File: src/rtl/tlul_pkg.sv
// Shared TL-UL response-channel types and the helper that picks the fields
// covered by response integrity.
package tlul_pkg;

  localparam int D2HRspMaxWidth = 57;
  localparam int DataMaxWidth   = 57;

  typedef struct packed {
    logic [6:0] rsp_intg;
    logic [6:0] data_intg;
  } tl_d2h_user_t;

  typedef struct packed {
    logic         d_valid;
    logic [2:0]   d_opcode;
    logic [2:0]   d_param;
    logic [1:0]   d_size;
    logic [7:0]   d_source;
    logic [0:0]   d_sink;
    logic [31:0]  d_data;
    tl_d2h_user_t d_user;
    logic         d_error;
    logic         a_ready;
  } tl_d2h_t;

  // Response integrity protects opcode, size and error only.
  function automatic logic [D2HRspMaxWidth-1:0] extract_d2h_rsp_intg(tl_d2h_t tl);
    return D2HRspMaxWidth'({tl.d_opcode, tl.d_size, tl.d_error});
  endfunction

endpackage

File: src/rtl/prim_secded_64_57_enc.sv
// Extended Hamming (64,57) encoder: six position-weighted check bits plus an
// overall parity bit. The all-zero word encodes to zero check bits.
module prim_secded_64_57_enc (
  input  logic [56:0] data_i,
  output logic [6:0]  ecc_o
);

  always_comb begin
    logic [5:0] d;
    logic [5:0] chk;
    d   = '0;
    chk = '0;
    // Data bits occupy the codeword positions 1..63 that are not powers of two.
    for (int p = 1; p < 64; p++) begin
      if ((p & (p - 1)) != 0) begin
        if (data_i[d]) chk = chk ^ 6'(p);
        d = d + 6'd1;
      end
    end
    ecc_o = {^{data_i, chk}, chk};
  end

endmodule

File: src/rtl/tlul_rsp_intg_gen.sv
// Regenerates response and (optionally) data integrity on a D-channel beat.
module tlul_rsp_intg_gen
  import tlul_pkg::*;
#(
  parameter bit EnableRspIntgGen  = 1'b1,
  parameter bit EnableDataIntgGen = 1'b1
) (
  input  tl_d2h_t tl_i,
  output tl_d2h_t tl_o
);

  logic [6:0] rsp_ecc;
  logic [6:0] data_ecc;

  prim_secded_64_57_enc u_rsp_enc (
    .data_i(extract_d2h_rsp_intg(tl_i)),
    .ecc_o (rsp_ecc)
  );

  prim_secded_64_57_enc u_data_enc (
    .data_i(DataMaxWidth'(tl_i.d_data)),
    .ecc_o (data_ecc)
  );

  always_comb begin
    tl_o = tl_i;
    if (EnableRspIntgGen)  tl_o.d_user.rsp_intg  = rsp_ecc;
    if (EnableDataIntgGen) tl_o.d_user.data_intg = data_ecc;
  end

endmodule

File: src/rtl/tlul_rsp_arb.sv
// Merges N TL-UL D channels into one registered, integrity-regenerated stream.
// Define TLUL_RSP_ARB_RR_EN for round-robin; otherwise lowest index wins.
module tlul_rsp_arb
  import tlul_pkg::*;
#(
  parameter int unsigned N                 = 4,
  parameter bit          EnableDataIntgGen = 1'b1
) (
  input  logic          clk_i,
  input  logic          rst_ni,
  input  tl_d2h_t       tl_dev_i [N],
  output logic [N-1:0]  dev_ready_o,
  output tl_d2h_t       tl_host_o,
  input  logic          host_d_ready_i,
  output logic [N-1:0]  gnt_o,
  output logic          busy_o
);

  localparam int unsigned ArbIdxW = (N > 1) ? $clog2(N) : 1;

  // Handshake: a source beat transfers on a cycle where its d_valid and
  // dev_ready_o[i] are both high; the host beat transfers on d_valid && host_d_ready_i.
  typedef enum logic [0:0] {
    EMPTY = 1'b0,
    FULL  = 1'b1
  } state_e;

  state_e               state_q, state_d;
  tl_d2h_t              rsp_q, rsp_out;
  logic [N-1:0]         gnt_q, sel_onehot, req;
  logic [ArbIdxW-1:0]   sel;
  logic                 load;

  always_comb begin
    for (int i = 0; i < int'(N); i++) req[i] = tl_dev_i[i].d_valid;
  end

`ifdef TLUL_RSP_ARB_RR_EN
  logic [ArbIdxW-1:0] ptr_q;
  logic [ArbIdxW-1:0] idx;

  // Search starts one past the last winner and wraps modulo N.
  always_comb begin
    logic found;
    sel   = '0;
    idx   = '0;
    found = 1'b0;
    for (int unsigned k = 1; k <= N; k++) begin
      idx = ArbIdxW'((32'(ptr_q) + k) % N);
      if (!found && req[idx]) begin
        sel   = idx;
        found = 1'b1;
      end
    end
  end

  always_ff @(posedge clk_i or negedge rst_ni) begin
    if (!rst_ni)   ptr_q <= ArbIdxW'(N - 1);
    else if (load) ptr_q <= sel;
  end
`else
  always_comb begin
    sel = '0;
    for (int i = int'(N) - 1; i >= 0; i--) begin
      if (req[i]) sel = ArbIdxW'(i);
    end
  end
`endif

  always_comb begin
    for (int i = 0; i < int'(N); i++) begin
      sel_onehot[i]  = (sel == ArbIdxW'(i));
      dev_ready_o[i] = load && (sel == ArbIdxW'(i));
    end
  end

  always_comb begin
    state_d = state_q;
    load    = ((state_q == EMPTY) || host_d_ready_i) && (|req);
    case (state_q)
      EMPTY: if (load) state_d = FULL;
      FULL:  if (host_d_ready_i && !load) state_d = EMPTY;
    endcase
  end

  always_ff @(posedge clk_i or negedge rst_ni) begin
    if (!rst_ni) begin
      state_q <= EMPTY;
      rsp_q   <= '0;
      gnt_q   <= '0;
    end else begin
      state_q <= state_d;
      if (load) begin
        rsp_q <= tl_dev_i[sel];
        gnt_q <= sel_onehot;
      end else if (state_d == EMPTY) begin
        gnt_q <= '0;
      end
    end
  end

  always_comb begin
    rsp_out         = rsp_q;
    rsp_out.d_valid = (state_q == FULL);
  end

  tlul_rsp_intg_gen #(
    .EnableRspIntgGen (1'b1),
    .EnableDataIntgGen(EnableDataIntgGen)
  ) u_intg_gen (
    .tl_i(rsp_out),
    .tl_o(tl_host_o)
  );

  assign gnt_o  = gnt_q;
  assign busy_o = (state_q == FULL);

endmodule

File: config.mk
export PLATFORM = sky130hd
export DESIGN_NAME = tlul_rsp_arb
export DESIGN_NICKNAME = d
export VERILOG_FILES = /design/src/rtl/tlul_pkg.sv /design/src/rtl/prim_secded_64_57_enc.sv /design/src/rtl/tlul_rsp_intg_gen.sv /design/src/rtl/tlul_rsp_arb.sv
export SDC_FILE = /design/constraint.sdc
export NUM_CORES = 1
export LEC_CHECK = 0
export CELL_PAD_IN_SITES_DETAIL_PLACEMENT = 2
export CELL_PAD_IN_SITES_GLOBAL_PLACEMENT = 2
export CORE_ASPECT_RATIO = 2
export CORE_MARGIN = 2
export CORE_UTILIZATION = 16
export CTS_CLUSTER_DIAMETER = 30
export DETAILED_ROUTE_END_ITERATION = 16
export PLACE_DENSITY_LB_ADDON = 0.05
export SLEW_MARGIN = 20
export SYNTH_ARGS = -nofsm -noshare
export SYNTH_HDL_FRONTEND = slang
export SYNTH_SLANG_ARGS = --single-unit
File: constraint.sdc
create_clock -name clk_i -period 3.6 [get_ports clk_i]
set_input_delay 0.9 -clock clk_i [delete_from_list [all_inputs] [get_ports clk_i]]
set_output_delay 0.9 -clock clk_i [all_outputs]
set_load 0.05 [all_outputs]
==> flow_metrics.tcl <==
set metrics [dict create \
    status "finished clean" \
    final.setup_skew_ps 5.853 \
    p_sw_share_pct 46.99 \
    num_io_pins 342 \
    worstSetupEndpointType "output port" \
    startpoint_type "flop" \
    final_max_slew_viol_count 0 \
    synth_area_mm2 0.003716 \
    hpwl_um 15410 \
    fin_area_mm2 0.007153 \
    instances_no_fill 934 \
    period_minus_slack_ps 3504 \
    nets 920 \
    yosys_warnings 0 \
    hp-class "reg -> reg" \
    htreeDepth 2 \
    placed_cell_area_mm2 0.006924 \
    ir_drop_mv 1.293 \
    worstPathRequired_ps 2700 \
    grt_pass1_wl_um 28860 \
    synth_area_per_cell_um2 9.652 \
    cp.arrival_ps 2600 \
    drt_pass1_iterations 4 \
    max_freq_mhz 285.4 \
    rsz0062_at_grt "no" \
    cap_violations 0 \
    port_buffers 283 \
    finalSetupViolations 0 \
    drive_gt1_share_pct 7.645 \
    synth_cells 385 \
    cellLeakagePower_nw 2.712 \
    crit_fanout 4 \
    grt_pass1_vias 4856 \
    path_clk_slew_ps 80 \
    hold_viol 0 \
    antenna_found_initial 0 \
    ant_nets 0 \
    yosys_register_bits 56 \
    die_area_mm2 0.02453 \
    combPwrFrac_pct 72.7 \
    n_antenna_cell 0 \
    area_growth_pct 92.49 \
    clk-insertion-delay-late_ps 310 \
    worstSetupPathType "reg -> out" \
    grt_max_degree 103 \
    cts.sinks 56 \
    wl_per_cell_um 21.02 \
    drt_iter0_drc 49 \
    tritoncts "done" \
    synth_cell_types 25 \
    start_util_pct 16.34 \
    die_w_um 111.8 \
    p_switching_w 0.002409 \
    tightest_slew_ps 1059 \
    power_frac_clock_pct 11.4 \
    dp_cells 923 \
    vias_per_cell 4.582 \
    cts_made_buffers 5 \
    timing.final.crit_share_pct 97.33 \
    cts-root-buf "clkbuf_16" \
    p_per_area_mw_per_mm2 716.6 \
    p_int_w 0.002717 \
    fp.dieH_um 219.5 \
    relSlewSlack_pct 29.38 \
    grt_overflow_total 0 \
    wirelength_um 19640 \
    grt_usage_pct 15.55 \
    fp-row-count 78 \
    gp_congestion 0.7515 \
    vias 4280 \
    cts_buffer_depth 2 \
    yosysSeqAreaShare_pct 37.71 \
    route.detailed.drc 0 \
    fin_setup_tns_ps 0 \
    seqPwrFrac_pct 15.9 \
    coreArea_mm2 0.02274 \
]
-- cells in the final DEF (no fill, tap or decap), drive strengths merged, types with 2 or more instances in the layout --
cell type      instances
xor3                   2
a221oi                51
dfrtp                 56
clkbuf                 5
nor2                  52
clkdlybuf4s50        272
a21oi                 51
buf                   25
a21o                   4
xor2                  13
xnor2                 50
nor2b                  5
a22o                  51
conb                   2
xnor3                  4
-- cells in the mapped netlist (all sizes together) --
| cell type | instances | area, um^2 |
|---|---|---|
| a21o | 4 | 30.03 |
| a21oi | 51 | 255.2 |
| a221oi | 51 | 446.7 |
| a22o | 51 | 446.7 |
| and2 | 1 | 6.260 |
| buf | 3 | 22.52 |
| clkbuf | 34 | 127.6 |
| conb | 1 | 3.750 |
| dfrtp | 56 | 1401 |
| inv | 1 | 3.750 |
| nand2b | 1 | 6.260 |
| nor2 | 52 | 195.2 |
| nor2b | 5 | 31.28 |
| nor3 | 1 | 5.000 |
| nor3b | 1 | 7.510 |
| nor4 | 1 | 6.260 |
| nor4b | 1 | 8.760 |
| or2 | 1 | 6.260 |
| xnor2 | 50 | 445.4 |
| xnor3 | 4 | 90.09 |
| xor2 | 13 | 121.4 |
| xor3 | 2 | 48.79 |
-- what timing repair did --
action	4_1_cts	5_1_grt
hold buffers	0	0
cloned	0	0
setup endpoints to repair	1	1
buffers inserted	2	1
hold endpoints to repair	0	0
resized for setup	4	2
pin swaps	3	1
-- per-stage QoR --
step	total power, W	utilization, %	hold slack (ps)	worst slack, ps
2_1_floorplan	0.003100	-	604.4	5.604
3_3_place_gp	0.004530	30.45	464.5	186.0
3_5_place_dp	0.004570	30.45	473.9	215.6
4_1_cts	0.005219	31.36	491.3	7.561
5_1_grt	0.005378	31.46	518.7	11.35
6_report	0.005126	31.46	490.0	96.04
-- sequential cells by signal, summed over array words and instances (netlist names) --
name / cells
busy_o: 1
gnt_o: 4
rsp_out: 51
-- worst max-delay path, stage by stage (launching register included) --
cell	delay (ps)
dfrtp_1	460
xor2_2	300
xnor2_2	180
xnor3_2	510
xnor2_4	190
xor3_2	490
buf_12	170
-- power groups by stage --
stage	sequential, W	clock (W)	combinational [W]
detailed placement	0.000835	0	0.00373
finish	0.000817	0.000584	0.00372
floorplan	0.00110	0	0.00200
global placement	0.000832	0	0.00370
CTS	0.000825	0.000621	0.00377
global route	0.000836	0.000630	0.00391
-- cell type report --
class / instances / area [um^2]
Inverter: 1 / 3.754
Tap cell: 280 / 350.3
Fill cell: 2552 / 15590
Multi-Input combinational cell: 292 / 2242
Sequential cell: 56 / 1404
Clock inverter: 3 / 42.54
Clock buffer: 5 / 125.1
Timing Repair Buffer: 297 / 2985
-- path summary, 6_finish.rpt --
path	from	end	slack, ps	cells past startpoint
hold / removal	gnt_o[1]	gnt_o[1]	490	1
min in group asynchronous	rst_ni	rsp_out[23]	660	1
hold reg to reg	gnt_o[1]	gnt_o[1]	490	1
setup / recovery	rsp_out[33]	tl_host_o[8]	100	6
max in group asynchronous	rst_ni	rsp_out[39]	2340	1
setup reg to reg	busy_o	rsp_out[36]	1540	5
-- cells by family after synthesis --
group,after synthesis,synth area share [%]
other,1,0.1009
buffers and inverters,38,4.141
and+or+nand+nor,64,7.341
DFF,56,37.71
xor gates and xnor gates,69,18.99
AOI/OAI and AO/OA,157,31.72
-- routing by layer --
metal  up-vias  track usage [%]  routed length (um)
met5         -                0                   0
met4         0            4.568                 357
met3        14            3.438                1161
met2       178            32.57               11820
met1      2114            14.52                6298
li1       1974                -                   -
No activity file was read; power rests on OpenSTA's default activity.
